--- src/rtl/rom_arbiter.sv ---
// Two-port round-robin arbiter in front of a combinational instruction ROM.
// Fetch (I) and load (D) share the ROM; every accepted read returns exactly two cycles later.
module rom_arbiter #(
  parameter int ADDR_BITS = 32,
  parameter int DATA_BITS = 32
) (
  input  logic                 clk,
  input  logic                 rst,
  input  logic                 i_req,
  input  logic [ADDR_BITS-1:0] i_addr,
  output logic                 i_ack,
  output logic                 i_rdy,
  output logic [DATA_BITS-1:0] i_data,
  input  logic                 d_req,
  input  logic [ADDR_BITS-1:0] d_addr,
  output logic                 d_ack,
  output logic                 d_rdy,
  output logic [DATA_BITS-1:0] d_data,
  output logic [ADDR_BITS-1:0] rom_addr,
  output logic                 rom_sel,
  input  logic [DATA_BITS-1:0] rom_dout
);

  typedef enum logic {PORT_I = 1'b0, PORT_D = 1'b1} port_e;

  logic [ADDR_BITS-1:0] rom_addr_q, rom_addr_d;
  logic                 rom_sel_q, rom_sel_d;
  logic                 i_ack_q, i_ack_d;
  logic                 d_ack_q, d_ack_d;
  logic                 i_rdy_q, i_rdy_d;
  logic                 d_rdy_q, d_rdy_d;
  logic [DATA_BITS-1:0] i_data_q, i_data_d;
  logic [DATA_BITS-1:0] d_data_q, d_data_d;
  port_e                tag_q, tag_d;
  port_e                last_winner_q, last_winner_d;

  logic grant_i, grant_d, accept;

  // On conflict the port that did not win the previous acceptance goes first.
  always_comb begin
    grant_i = i_req && (!d_req || last_winner_q == PORT_D);
    grant_d = d_req && !grant_i;
    accept  = grant_i || grant_d;
  end

  always_comb begin
    rom_sel_d     = accept;
    rom_addr_d    = rom_addr_q;
    i_ack_d       = grant_i;
    d_ack_d       = grant_d;
    tag_d         = tag_q;
    last_winner_d = last_winner_q;
    if (grant_i) begin
      rom_addr_d    = i_addr;
      tag_d         = PORT_I;
      last_winner_d = PORT_I;
    end else if (grant_d) begin
      rom_addr_d    = d_addr;
      tag_d         = PORT_D;
      last_winner_d = PORT_D;
    end
  end

  // The ROM answers the previous acceptance now; steer it to the tagged port only.
  always_comb begin
    i_rdy_d  = rom_sel_q && (tag_q == PORT_I);
    d_rdy_d  = rom_sel_q && (tag_q == PORT_D);
    i_data_d = i_rdy_d ? rom_dout : i_data_q;
    d_data_d = d_rdy_d ? rom_dout : d_data_q;
  end

  // NOTE: state updates use non-blocking assignments so every flop samples pre-edge values.
  always_ff @(posedge clk or posedge rst) begin
    if (rst) begin
      rom_addr_q    <= '0;
      rom_sel_q     <= 1'b0;
      i_ack_q       <= 1'b0;
      d_ack_q       <= 1'b0;
      i_rdy_q       <= 1'b0;
      d_rdy_q       <= 1'b0;
      i_data_q      <= '0;
      d_data_q      <= '0;
      tag_q         <= PORT_I;
      last_winner_q <= PORT_D;
    end else begin
      rom_addr_q    <= rom_addr_d;
      rom_sel_q     <= rom_sel_d;
      i_ack_q       <= i_ack_d;
      d_ack_q       <= d_ack_d;
      i_rdy_q       <= i_rdy_d;
      d_rdy_q       <= d_rdy_d;
      i_data_q      <= i_data_d;
      d_data_q      <= d_data_d;
      tag_q         <= tag_d;
      last_winner_q <= last_winner_d;
    end
  end

  assign rom_addr = rom_addr_q;
  assign rom_sel  = rom_sel_q;
  assign i_ack    = i_ack_q;
  assign d_ack    = d_ack_q;
  assign i_rdy    = i_rdy_q;
  assign d_rdy    = d_rdy_q;
  assign i_data   = i_data_q;
  assign d_data   = d_data_q;

endmodule

--- config.mk ---
export PLATFORM = sky130hd
export DESIGN_NAME = rom_arbiter
export DESIGN_NICKNAME = d
export VERILOG_FILES = /design/src/rtl/rom_arbiter.sv
export SDC_FILE = /design/constraint.sdc
export NUM_CORES = 1
export LEC_CHECK = 0
export CORE_ASPECT_RATIO = 1.75
export CORE_MARGIN = 5
export CORE_UTILIZATION = 50
export DETAILED_ROUTE_END_ITERATION = 7
export DONT_BUFFER_PORTS = 1
export MAX_ROUTING_LAYER = met4
export PLACE_DENSITY = 0.68
export SYNTH_ARGS = -nofsm -noshare
export SYNTH_HDL_FRONTEND = slang
export SYNTH_SLANG_ARGS = --single-unit
--- constraint.sdc ---
create_clock -name clk -period 2.95 [get_ports clk]
set_input_delay 0.1475 -clock clk [delete_from_list [all_inputs] [get_ports clk]]
set_output_delay 0.1475 -clock clk [all_outputs]
set_load 0.05 [all_outputs]
Yosys cells after proc, flatten, opt, wreduce, memory -nomap -nowiden
Cells that the tools add are included.
{"block": "op_classes", "n_bitwise": 1, "reduce_logical": 9, "n_mux": 4}
{"op": "two-way mux 32 bit", "count": 2}
{"op": "logical AND 1 bit", "count": 4}
{"op": "logical NOT 1 bit", "count": 2}
{"op": "logical OR 1 bit", "count": 2}
{"op": "two-way mux 1 bit", "count": 2}
{"op": "nonzero test 2 bit", "count": 1}
{"op": "NOT 1 bit", "count": 1}
{"block": "word_totals", "input_bits": 100, "output_inout_bits": 101, "ff_bits": 103}

Logic depth before layout (Yosys ltp)
Gate-level depths: netlist of run 1.
{"block": "logic_depth", "ltp_word": 7, "depth_mapped": 4, "depth_no_buf": 3}

Least setup slack after synthesis of run 1
OpenSTA, ideal clock, no wires.
{"block": "synth_timing", "kind": "reg2reg", "from": "reg rom_sel_q, in the netlist rom_sel", "to": "reg i_data_q[10], in the netlist i_data[10]", "t_required_ps": 2825, "synth_period_minus_slack_ps": 1564, "setup_time_ps": 125, "n_path_buf": 2, "arrival_time_ps": 1439, "setup_slack_ps": 1386, "path_stages_with_launch": 5, "path_cell_list": "dfrtp_1 > nor2b_2 > buf_6 > buf_12 > mux2_4"}
{"block": "synth_between", "elab_chain_len": 1}
{"item": "start, declared", "line": "27", "rtl": "logic rom_sel_q, rom_sel_d;"}
{"item": "start signal, assigned", "line": "87", "rtl": "rom_sel_q <= rom_sel_d;"}
{"item": "logical AND 1 bit", "line": "66", "rtl": "i_rdy_d = rom_sel_q && (tag_q == PORT_I);"}
{"item": "end signal, assigned", "line": "92", "rtl": "i_data_q <= i_data_d;"}
{"item": "end, declared", "line": "32", "rtl": "logic [DATA_BITS-1:0] i_data_q, i_data_d;"}
No other way between the ends.
A chain may end at the register's enable or synchronous reset.

Worst setup path after layout of run 1
{"block": "layout_timing", "from": "reg last_winner_q", "to": "reg rom_addr_q[15], in the netlist rom_addr[15]"}
{"block": "layout_between", "elab_chain_len": 5, "word_cells_on_any_way": 6, "classes_between": "mux (1); reduce/logical (5)"}
{"item": "start, declared", "line": "35", "rtl": "port_e last_winner_q, last_winner_d;"}
{"item": "start signal, assigned", "line": "95", "rtl": "last_winner_q <= last_winner_d;"}
{"item": "logical OR 1 bit (*)", "line": "41", "rtl": "grant_i = i_req && (!d_req || last_winner_q == PORT_D);"}
{"item": "logical AND 1 bit (*)", "line": "41"}
{"item": "logical NOT 1 bit", "line": "42", "rtl": "grant_d = d_req && !grant_i;"}
{"item": "logical AND 1 bit", "line": "42"}
{"item": "nonzero test 2 bit (no source line)"}
{"item": "end signal, assigned", "line": "86", "rtl": "rom_addr_q <= rom_addr_d;"}
{"item": "end, declared", "line": "26", "rtl": "logic [ADDR_BITS-1:0] rom_addr_q, rom_addr_d;"}
Mark *: on every way between the ends. The rest lies on a longest branch, timed or not.

==> metrics.sh, run 1 <==
RUN_STATUS='finished, final reports clean'
FIRST_GLOBAL_VIAS=3120
CRIT_TYPE='register to register'
CRIT_PATH_CELL_TRACE='nand2_2, a31oi_1, o21ai_1, dlygate4sd3_1'
PATH_MAX_FANOUT=35
POST-DP-HPWL_UM=6918
NUMBER_OF_ANTENNA_VIOLATIONS_AT_THE_FIRST_CHECK_IN_GLOBAL_ROUTING=0
CAP_VIOL_MAX_COUNT=0
SHARE_COMB_OF_TOTAL_POWER_PCT=13.6
POST_ROUTE_CELLS_DRIVE_ABOVE_1_SHARE_PCT=21.67
CTS.SINKS=103
TRITONCTS_BUFFERS=9
CRITPATHMAXSTAGEDELAY_NS=0.87
CPMAXSTAGEDELAYCELL='sky130_fd_sc_hd__dfstp_2'
MAPPEDNETLISTNETS=435
SYNTH-EDFF-COUNT=0
CLK_ROOT_BUFFER_CELL='sky130_fd_sc_hd__clkbuf_16'
CELLINTERNALPOWER_mW=2.608
SHARE_SEQ_OF_TOTAL_POWER_PCT=61.4
SYNTHESIS.INSTANCES=335
PLACE_CONGESTION=0.7370
GLOBALROUTETOTALUTIL_PCT=19.16
P_SW_SHARE_PCT=41.23
SYNTHDISTINCTLIBCELLS=21
INITIAL_CORE_UTIL_PCT=50.69
FIN_NETS=501
HOLD_SLACK_NS=0.01168
DRTPASS1ITERATIONS=4
CORE.ROWCOUNT=46
DIEHEIGHT_UM=136.6
DP_SLACK_NS=0.9890
YOSYS.CELL_COUNT.TOP_TYPE='sky130_fd_sc_hd__dfrtp_1'
DRCVIOLATIONCOUNT=0
VIAS=3015
START_KIND='register'
MEASURED_SLEW_AT_THE_WORST_SLEW_CHECK_PIN_NS=0.7937
CRIT_REQUIRED_NS=3.16
SETUP_WS_NS=0.4375
CLOCKBUFFERDEPTH=2
ANT_DIODES=0
DIE_AREA_MM2=0.01125
SYNTH.TOP_CELLS.BY_AREA='sky130_fd_sc_hd__dfrtp_1 56%, sky130_fd_sc_hd__mux2_4 9.5%, sky130_fd_sc_hd__mux2_2 8.6%'
PORTION_OF_THE_POST_SYNTHESIS_AREA_USED_BY_SEQUENTIAL_ELEMENTS_PCT=56.30
SYNTH_LARGEST_TYPE_AREA_FRACTION_PCT=55.72
AVERAGE_WIRE_PER_STANDARD_CELL_UM=20.39
END_KIND='register'
TIMING_MAX_TRANSITION_VIOLATIONS_FINAL=0
GRT_SETUP_UNREPAIRED='false'
CHIPWIDTH_UM=82.36
SETUP_VIOL=0
CLK-INSERTION-DELAY-LATE_NS=0.33
AVGSYNTHCELLAREA_UM2=13.67
ROUTED_WL_UM=10730
POWER.SHARE.CLOCK_PCT=25.0
SKEW_NS=0.004515
FINAL_ANTENNA_NET_COUNT=0
PATH_CLK_SLEW_NS=0.07
VIOLATION_COUNT_AFTER_THE_FIRST_DETAILED_ROUTING_ITERATION=90
CORE_AREA_MM2=0.009036
YS_WARN_COUNT=0
CTS_HOLD_REPAIR.BUFFERS=80
SYNTH_TOP_AREA_CELL='sky130_fd_sc_hd__dfrtp_1'
DETAIL_ROUTE.VIAS_PER_CELL=5.732
SYNTH_TOP_FLOP_CELL='sky130_fd_sc_hd__dfrtp_1'
SEQ_CELLS_POST_SYNTH=103
MAX_FREQ_MHz=398.0
SYNTH_COMMON_CELLS='102 x sky130_fd_sc_hd__dfrtp_1, 35 x sky130_fd_sc_hd__mux2_2, 32 x sky130_fd_sc_hd__a31oi_1, 32 x sky130_fd_sc_hd__and3_1, 32 x sky130_fd_sc_hd__mux2i_1'
POWER_SWITCHING_mW=1.829
GR-TOTAL-OVERFLOW=0
IOPINCOUNT=201
MAXIMUM_NUMBER_OF_PINS_ON_ONE_NET_BEFORE_GLOBAL_ROUTE_REPAIR=69
YS_ASYNC_SR_FRACTION_PCT=100.0
TOTAL_NEGATIVE_SLACK_FOR_SETUP_CHECKS_NS=0
POST-ROUTE-PERIOD-UTIL_PCT=85.17
TRITONCTS_CLOCK_TREE='done'
HOLD_VIOL_FINAL=0
AREA_GROWTH_PCT=23.05
HOLD_PATH_CLASS='input port to register'
TOTAL_LEAKAGE_POWER_nW=2.560
BUFFER_PORTS.INSERTED=0
CTS.REPAIR.RESIZED=0
POWER.IR.VDD_WORST_V=0.0004090
CTS_MAX_LEVEL=3
POST_SYNTH_INSTANCE_AREA_MM2=0.004581
FINAL_PERIOD_MINUS_WORST_SETUP_SLACK_NS=2.512
CP_DATA_ARRIVAL_TIME_NS=2.73
POWER.DENSITY_CELL_AREA_mW_PER_MM2=787.2
GRT_FIRST_PASS_WIRELENGTH_UM=16200
SLEW-LIMIT-HEADROOM_PCT=46.90
POST_CTS_BUFFERS=0
==> routing by layer <==
metal  share of wire (%)  track usage [%]  wire length [um]  vias up
met5                   0                -                 0        -
met4                 1.9            6.377               203        0
met3                  11            6.785              1146       16
met2                  52            31.87              5562      154
met1                  36            20.96              3814     1495
li1                    -                -                 -     1350
==> kinds of logic (layout without fill, tap and decap cells) <==
logic type | count (synthesis) | in the layout | share of synthesized area (%)
mux | 96 | 96 | 25.10
buf+inv | 32 | 103 | 5.245
flops | 103 | 103 | 56.30
compound gates | 67 | 67 | 8.304
simple gates | 37 | 37 | 5.053
==> critical path, delay by kind of cell, from the launching register on <==
| kind | cells | cell delay [ns] |
|---|---|---|
| DFF | 1 | 0.87 |
| and+or+nand+nor | 1 | 0.53 |
| buffers and inverters | 1 | 0.56 |
| AOI/OAI and AO/OA | 2 | 0.43 |
==> layout by cell type, fill, tap and decap left out, drive strengths merged <==
cell type,Yosys,final
or2,1,1
clkinvlp,0,2
a31oi,32,32
a21boi,1,1
buf,18,3
clkinv,0,2
dfrtp,102,102
dfstp,1,1
dlygate4sd3,0,79
o21ai,33,33
nand2,3,3
inv,5,7
and3,32,32
clkbuf,9,10
nor2b,1,1
o21a,1,1
mux2i,32,32
mux2,64,64
==> metrics by stage <==
step           power, mW  area (um^2)  util [%]  cells
2_1_floorplan      3.149         4581         -    335
3_3_place_gp       3.202         4544     50.29    430
3_5_place_dp       3.231         4544     50.29    430
6_report           4.437         5637     62.38    526
4_1_cts            4.470         5637     62.38    526
5_1_grt            4.596         5637     62.38    526
==> final timing paths <==
check / slack, ns / startpoint / end / depth (start not counted)
min in group asynchronous: 0.34 / rst / d_data[14] / 2
min reg2reg: 0.60 / tag_q / tag_q / 2
max reg2reg: 0.44 / last_winner_q / rom_addr[15] / 4
max: 0.44 / last_winner_q / rom_addr[15] / 4
max in group asynchronous: 1.83 / rst / last_winner_q / 3
min: 0.01 / i_addr[1] / rom_addr[1] / 2
==> power groups by stage <==
stage	Clock [mW]	Combinational [mW]	Sequential (mW)
after global placement	0	0.451	2.75
after CTS	1.14	0.603	2.73
after detailed placement	0	0.475	2.76
final	1.11	0.604	2.72
after global routing	1.18	0.658	2.76
after floorplan	0	0.486	2.66
==> final cells by class <==
cell class                 instances  area, um^2
tap                              120       150.1
fill                             682        3400
sequential                       103        2579
clock buffer                      10       229.0
inverter                           5       21.27
clock inverter                     6       52.55
timing repair buffer              82       838.3
multi-input combinational        200        1767
Power figures use the tool's default switching activity.
==> run 2, diff against run 1 <==
--- a/config.mk
+++ b/config.mk
@@ -11,7 +11,6 @@
 export DETAILED_ROUTE_END_ITERATION = 7
 export DONT_BUFFER_PORTS = 1
 export MAX_ROUTING_LAYER = met4
-export PLACE_DENSITY = 0.68
 export SYNTH_ARGS = -nofsm -noshare
 export SYNTH_HDL_FRONTEND = slang
 export SYNTH_SLANG_ARGS = --single-unit
==> constraint.sdc (replaced) <==
create_clock -name clk -period 3 [get_ports clk]
set_input_delay 0.15 -clock clk [delete_from_list [all_inputs] [get_ports clk]]
set_output_delay 0.15 -clock clk [all_outputs]
set_load 0.05 [all_outputs]
==> metrics.sh, run 2 (synthesis results as in run 1) <==
TIMING_MAX_TRANSITION_VIOLATIONS_FINAL=0  # unchanged
TOTAL_LEAKAGE_POWER_nW=2.611  # was 2.560 nW
POST_CTS_BUFFERS=0  # unchanged
HOLD_VIOL_FINAL=0  # unchanged
CTS.REPAIR.RESIZED=0  # unchanged
DRTPASS1ITERATIONS=4  # unchanged
GLOBALROUTETOTALUTIL_PCT=20.48  # was 19.16%
TRITONCTS_CLOCK_TREE='done'  # unchanged
MOSTFREQUENTLAYOUTCELL='sky130_fd_sc_hd__dfrtp_1'  # unchanged
P_SW_SHARE_PCT=40.51  # was 41.23%
SLEW-LIMIT-HEADROOM_PCT=46.31  # was 46.90%
SETUP_VIOL=0  # unchanged
MOST-COMMON-LAYOUT-CELLS='102 x sky130_fd_sc_hd__dfrtp_1, 88 x sky130_fd_sc_hd__dlygate4sd3_1, 35 x sky130_fd_sc_hd__mux2_2'  # was 102 x sky130_fd_sc_hd__dfrtp_1, 79 x sky130_fd_sc_hd__dlygate4sd3_1, 35 x sky130_fd_sc_hd__mux2_2
HOLD_PATH_CLASS='input port to register'  # unchanged
POWER.IR.VDD_WORST_V=0.0003698  # was 0.0004090 V
SETUP_WS_NS=0.4834  # was 0.4375 ns
POWER.SHARE.CLOCK_PCT=25.0  # about the same
LAYOUTNONFILLERINSTCOUNT=536  # was 526
POST-ROUTE-PERIOD-UTIL_PCT=83.89  # was 85.17%
CP_DATA_ARRIVAL_TIME_NS=2.73  # about the same
FINAL_PERIOD_MINUS_WORST_SETUP_SLACK_NS=2.517  # was 2.512 ns
GR-TOTAL-OVERFLOW=0  # unchanged
SKEW_NS=0.01171  # was 0.004515 ns
MEASURED_SLEW_AT_THE_WORST_SLEW_CHECK_PIN_NS=0.8025  # was 0.7937 ns
CTS_HOLD_REPAIR.BUFFERS=89  # was 80
ANT_DIODES=0  # unchanged
POWER_SWITCHING_mW=1.784  # was 1.829 mW
NUMBER_OF_ANTENNA_VIOLATIONS_AT_THE_FIRST_CHECK_IN_GLOBAL_ROUTING=0  # unchanged
START_KIND='register'  # unchanged
CTS_MAX_LEVEL=3  # unchanged
CORE_AREA_MM2=0.009036  # unchanged
VIOLATION_COUNT_AFTER_THE_FIRST_DETAILED_ROUTING_ITERATION=129  # was 90
POWER.DENSITY_CELL_AREA_mW_PER_MM2=768.1  # was 787.2 mW/mm^2
POSTPLACECELLAREA_MM2=0.004539  # was 0.004544 mm^2
PATH_MAX_FANOUT=35  # unchanged
MAXIMUM_NUMBER_OF_PINS_ON_ONE_NET_BEFORE_GLOBAL_ROUTE_REPAIR=69  # unchanged
TOTAL_NEGATIVE_SLACK_FOR_SETUP_CHECKS_NS=0  # unchanged
CLK_ROOT_BUFFER_CELL='sky130_fd_sc_hd__clkbuf_16'  # unchanged
END_KIND='register'  # unchanged
PATH_CLK_SLEW_NS=0.07  # about the same
BUFFER_PORTS.INSERTED=0  # unchanged
SHARE_COMB_OF_TOTAL_POWER_PCT=14.1  # was 13.6%
FIRST_GLOBAL_VIAS=3284  # was 3120
AREA_GROWTH_PCT=25.18  # was 23.05%
DP_SLACK_NS=1.018  # was 0.9890 ns
CRIT_TYPE='register to register'  # unchanged
GRT_FIRST_PASS_WIRELENGTH_UM=17040  # was 16200 um
POST_ROUTE_CELLS_DRIVE_ABOVE_1_SHARE_PCT=21.39  # was 21.67%
IOPINCOUNT=201  # unchanged
CRIT_REQUIRED_NS=3.21  # was 3.16 ns
SHARE_SEQ_OF_TOTAL_POWER_PCT=60.9  # was 61.4%
FINAL_ANTENNA_NET_COUNT=0  # unchanged
CTS.SINKS=103  # unchanged
CLK-INSERTION-DELAY-LATE_NS=0.34  # was 0.33 ns
ROUTED_WL_UM=11310  # was 10730 um
FIN_NETS=511  # was 501
POST-DP-HPWL_UM=7170  # was 6918 um
RUN_STATUS='finished, final reports clean'  # unchanged
CLOCKBUFFERDEPTH=2  # unchanged
CELLINTERNALPOWER_mW=2.620  # was 2.608 mW
DETAIL_ROUTE.VIAS_PER_CELL=5.666  # was 5.732
TRITONCTS_BUFFERS=9  # unchanged
CHIPWIDTH_UM=82.36  # unchanged
DRCVIOLATIONCOUNT=0  # unchanged
FINAL_AREA_MM2=0.005734  # was 0.005637 mm^2
DIE_AREA_MM2=0.01125  # unchanged
DIEHEIGHT_UM=136.6  # unchanged
VIAS=3037  # was 3015
CAP_VIOL_MAX_COUNT=0  # unchanged
GRT_SETUP_UNREPAIRED='false'  # unchanged
POST-PLACE-CELLS=431  # was 430
PLACE_CONGESTION=0.7602  # was 0.7370
CORE.ROWCOUNT=46  # unchanged
AVERAGE_WIRE_PER_STANDARD_CELL_UM=21.09  # was 20.39 um
MAX_FREQ_MHz=397.4  # was 398.0 MHz
INITIAL_CORE_UTIL_PCT=50.69  # unchanged
==> run 2: layer usage <==
layer	share of wire, %	vias up	routed length, um	GRT usage [%]
met5	0	-	0	-
met4	1.7	0	193	7.301
met3	11	13	1247	7.181
met2	52	154	5884	33.66
met1	35	1505	3980	22.61
li1	-	1365	-	-
==> run 2: path summary, 6_finish.rpt <==
kind | start | to | slack (ns) | cells after the start
max in group asynchronous | rst | last_winner_q | 1.68 | 3
min in group asynchronous | rst | d_data[0] | 0.43 | 2
max | last_winner_q | rom_addr[5] | 0.48 | 4
min reg2reg | tag_q | tag_q | 0.60 | 2
max reg2reg | last_winner_q | rom_addr[5] | 0.48 | 4
min | i_addr[19] | rom_addr[19] | 0.02 | 2
==> run 2: cell type report <==
| class | count | area, um^2 |
|---|---|---|
| clock buffer | 12 | 256.5 |
| clock inverter | 4 | 30.03 |
| fill | 707 | 3302 |
| inverter | 5 | 21.27 |
| multi-input combinational | 200 | 1767 |
| sequential | 103 | 2579 |
| tap | 120 | 150.1 |
| timing repair buffer | 92 | 930.9 |
==> run 2: stage by stage <==
step | total power [mW] | utilization (%) | hold slack [ns]
floorplan | 3.097 | - | 0.2946
global placement | 3.159 | 50.24 | 0.2168
detailed placement | 3.178 | 50.24 | 0.2237
CTS | 4.440 | 63.46 | 0.0002048
global route | 4.582 | 63.46 | 0.01263
finish | 4.405 | 63.46 | 0.01679
==> run 2: worst max-delay path, stage by stage, from the launching register on <==
cell                            delay (ns)
sky130_fd_sc_hd__dfstp_2              0.86
sky130_fd_sc_hd__nand2_2              0.54
sky130_fd_sc_hd__a31oi_1              0.30
sky130_fd_sc_hd__o21ai_1              0.10
sky130_fd_sc_hd__dlygate4sd3_1        0.58
==> run 2: power by group through the flow <==
stage	registers (mW)	clock network [mW]	logic, mW
4_1_cts	2.69	1.14	0.619
3_3_place_gp	2.71	0	0.452
2_1_floorplan	2.62	0	0.478
5_1_grt	2.71	1.19	0.683
3_5_place_dp	2.71	0	0.467
6_report	2.68	1.10	0.622
==> run 3, diff against run 2 <==
==> constraint.sdc (replaced) <==
create_clock -name clk -period 2.39 [get_ports clk]
set_input_delay 0.1195 -clock clk [delete_from_list [all_inputs] [get_ports clk]]
set_output_delay 0.1195 -clock clk [all_outputs]
set_load 0.05 [all_outputs]
==> metrics.sh, run 3 (synthesis results as in run 1) <==
FINAL_PERIOD_MINUS_WORST_SETUP_SLACK_NS=2.121  # was 2.517 ns
CAP_VIOL_MAX_COUNT=0  # unchanged
GRT_SETUP_UNREPAIRED='false'  # unchanged
MAX_FREQ_MHz=471.5  # was 397.4 MHz
AREA_GROWTH_PCT=28.16  # was 25.18%
PLACE_CONGESTION=0.7159  # was 0.7602
MEASURED_SLEW_AT_THE_WORST_SLEW_CHECK_PIN_NS=0.7985  # was 0.8025 ns
DETAIL_ROUTE.VIAS_PER_CELL=5.686  # was 5.666
SHARE_COMB_OF_TOTAL_POWER_PCT=15.2  # was 14.1%
SHARE_SEQ_OF_TOTAL_POWER_PCT=60.0  # was 60.9%
CORE.ROWCOUNT=46  # unchanged
ANT_DIODES=0  # unchanged
HOLD_PATH_CLASS='input port to register'  # unchanged
FIRST_GLOBAL_VIAS=3270  # was 3284
CTS.REPAIR.RESIZED=0  # unchanged
VIAS=3110  # was 3037
TIMING_MAX_TRANSITION_VIOLATIONS_FINAL=0  # unchanged
SETUP_VIOL=0  # unchanged
GRT_FIRST_PASS_WIRELENGTH_UM=16970  # was 17040 um
AVERAGE_WIRE_PER_STANDARD_CELL_UM=20.58  # was 21.09 um
ROUTED_WL_UM=11260  # was 11310 um
DRTPASS1ITERATIONS=4  # unchanged
POST-DP-HPWL_UM=7217  # was 7170 um
DIE_AREA_MM2=0.01125  # unchanged
POWER.DENSITY_CELL_AREA_mW_PER_MM2=949.4  # was 768.1 mW/mm^2
CHIPWIDTH_UM=82.36  # unchanged
CRIT_TYPE='register to register'  # unchanged
PATH_MAX_FANOUT=34  # was 35
CTS_MAX_LEVEL=3  # unchanged
DIEHEIGHT_UM=136.6  # unchanged
MOSTFREQUENTLAYOUTCELL='sky130_fd_sc_hd__dfrtp_1'  # unchanged
CLK-INSERTION-DELAY-LATE_NS=0.33  # was 0.34 ns
CP_DATA_ARRIVAL_TIME_NS=2.33  # was 2.73 ns
TOTAL_NEGATIVE_SLACK_FOR_SETUP_CHECKS_NS=0  # unchanged
CLOCKBUFFERDEPTH=2  # unchanged
CLK_ROOT_BUFFER_CELL='sky130_fd_sc_hd__clkbuf_16'  # unchanged
MAXIMUM_NUMBER_OF_PINS_ON_ONE_NET_BEFORE_GLOBAL_ROUTE_REPAIR=69  # unchanged
MOST-COMMON-LAYOUT-CELLS='102 x sky130_fd_sc_hd__dfrtp_1, 95 x sky130_fd_sc_hd__dlygate4sd3_1, 35 x sky130_fd_sc_hd__mux2_2'  # was 102 x sky130_fd_sc_hd__dfrtp_1, 88 x sky130_fd_sc_hd__dlygate4sd3_1, 35 x sky130_fd_sc_hd__mux2_2
CELLINTERNALPOWER_mW=3.304  # was 2.620 mW
TOTAL_LEAKAGE_POWER_nW=2.668  # was 2.611 nW
CTS_HOLD_REPAIR.BUFFERS=96  # was 89
CTS.SINKS=103  # unchanged
SLEW-LIMIT-HEADROOM_PCT=46.58  # was 46.31%
DRCVIOLATIONCOUNT=0  # unchanged
POST_CTS_BUFFERS=0  # unchanged
POWER.SHARE.CLOCK_PCT=24.8  # was 25.0%
TRITONCTS_CLOCK_TREE='done'  # unchanged
POWER_SWITCHING_mW=2.269  # was 1.784 mW
HOLD_SLACK_NS=0.01235  # was 0.01679 ns
GR-TOTAL-OVERFLOW=0  # unchanged
P_SW_SHARE_PCT=40.71  # was 40.51%
PATH_CLK_SLEW_NS=0.07  # about the same
HOLD_VIOL_FINAL=0  # unchanged
SETUP_WS_NS=0.2693  # was 0.4834 ns
INITIAL_CORE_UTIL_PCT=50.69  # unchanged
POST-ROUTE-PERIOD-UTIL_PCT=88.73  # was 83.89%
VIOLATION_COUNT_AFTER_THE_FIRST_DETAILED_ROUTING_ITERATION=114  # was 129
CRIT_REQUIRED_NS=2.60  # was 3.21 ns
END_KIND='register'  # unchanged
NUMBER_OF_ANTENNA_VIOLATIONS_AT_THE_FIRST_CHECK_IN_GLOBAL_ROUTING=0  # unchanged
TRITONCTS_BUFFERS=9  # unchanged
SKEW_NS=0.005663  # was 0.01171 ns
START_KIND='register'  # unchanged
POST_ROUTE_CELLS_DRIVE_ABOVE_1_SHARE_PCT=21.78  # was 21.39%
GLOBALROUTETOTALUTIL_PCT=20.34  # was 20.48%
FILLER_CELL_COUNT=684  # was 707
IOPINCOUNT=201  # unchanged
FINAL_ANTENNA_NET_COUNT=0  # unchanged
RUN_STATUS='finished, final reports clean'  # unchanged
CORE_AREA_MM2=0.009036  # unchanged
DP_SLACK_NS=0.8034  # was 1.018 ns
FIN_NETS=522  # was 511
POWER.IR.VDD_WORST_V=0.0004751  # was 0.0003698 V
BUFFER_PORTS.INSERTED=0  # unchanged
[run 3: cell count changes in the layout (fill, tap and decap cells not counted)]
cell                            change
sky130_fd_sc_hd__buf_12             +3
sky130_fd_sc_hd__inv_4              -1
sky130_fd_sc_hd__dlygate4sd3_1      +7
sky130_fd_sc_hd__inv_8              +1
sky130_fd_sc_hd__clkinv_4           -1
sky130_fd_sc_hd__buf_4              +1
sky130_fd_sc_hd__clkinvlp_4         +1
sky130_fd_sc_hd__inv_6              +1
sky130_fd_sc_hd__clkbuf_8           -1
[run 3: worst paths after layout]
| check | slack (ns) | start | depth (start not counted) | end |
|---|---|---|---|---|
| setup / recovery | 0.27 | last_winner_q | 4 | rom_addr[18] |
| max in group asynchronous | 1.16 | rst | 4 | d_data[12] |
| min in group asynchronous | 0.38 | rst | 2 | rom_addr[12] |
| hold reg to reg | 0.60 | tag_q | 2 | tag_q |
| setup reg to reg | 0.27 | last_winner_q | 4 | rom_addr[18] |
| hold / removal | 0.01 | i_addr[29] | 2 | rom_addr[29] |
[run 3: power groups by stage]
stage          clock network (mW)  registers (mW)  logic [mW]
3_5_place_dp                    0            3.38       0.630
2_1_floorplan                   0            3.29       0.600
5_1_grt                      1.50            3.37       0.921
3_3_place_gp                    0            3.38       0.604
6_report                     1.38            3.34       0.848
4_1_cts                      1.42            3.35       0.843
[run 3: worst max-delay path, cell delays in order (launching register included)]
cell	delay, ns
sky130_fd_sc_hd__dfstp_2	0.54
sky130_fd_sc_hd__nand2_2	0.38
sky130_fd_sc_hd__a31oi_1	0.36
sky130_fd_sc_hd__o21ai_1	0.13
sky130_fd_sc_hd__dlygate4sd3_1	0.58
[run 3: cell type report]
| type | count | area (um^2) | share of cell area, % |
|---|---|---|---|
| clock buffer | 11 | 242.7 | 4.135 |
| clock inverter | 5 | 41.29 | 0.7033 |
| inverter | 5 | 22.52 | 0.3836 |
| multi-input combinational | 200 | 1767 | 30.09 |
| sequential | 103 | 2579 | 43.93 |
| tap | 120 | 150.1 | 2.558 |
| timing repair buffer | 103 | 1069 | 18.20 |
[run 3: through the flow]
stage | instances | util (%) | cell area, um^2 | power (mW)
2_1_floorplan | 335 | - | 4584 | 3.887
3_3_place_gp | 435 | 51.00 | 4608 | 3.986
3_5_place_dp | 435 | 51.00 | 4608 | 4.012
4_1_cts | 547 | 64.97 | 5871 | 5.616
5_1_grt | 547 | 64.97 | 5871 | 5.796
6_report | 547 | 64.97 | 5871 | 5.573
[run 3: routing by layer]
| metal | global-route usage [%] | vias to the layer above | share of wire, % |
|---|---|---|---|
| met3 | 5.468 | 20 | 8.5 |
| met2 | 34.29 | 139 | 53 |
| li1 | - | 1394 | - |
| met4 | 6.562 | 0 | 1.9 |
| met1 | 23.06 | 1557 | 36 |
| met5 | - | - | 0 |
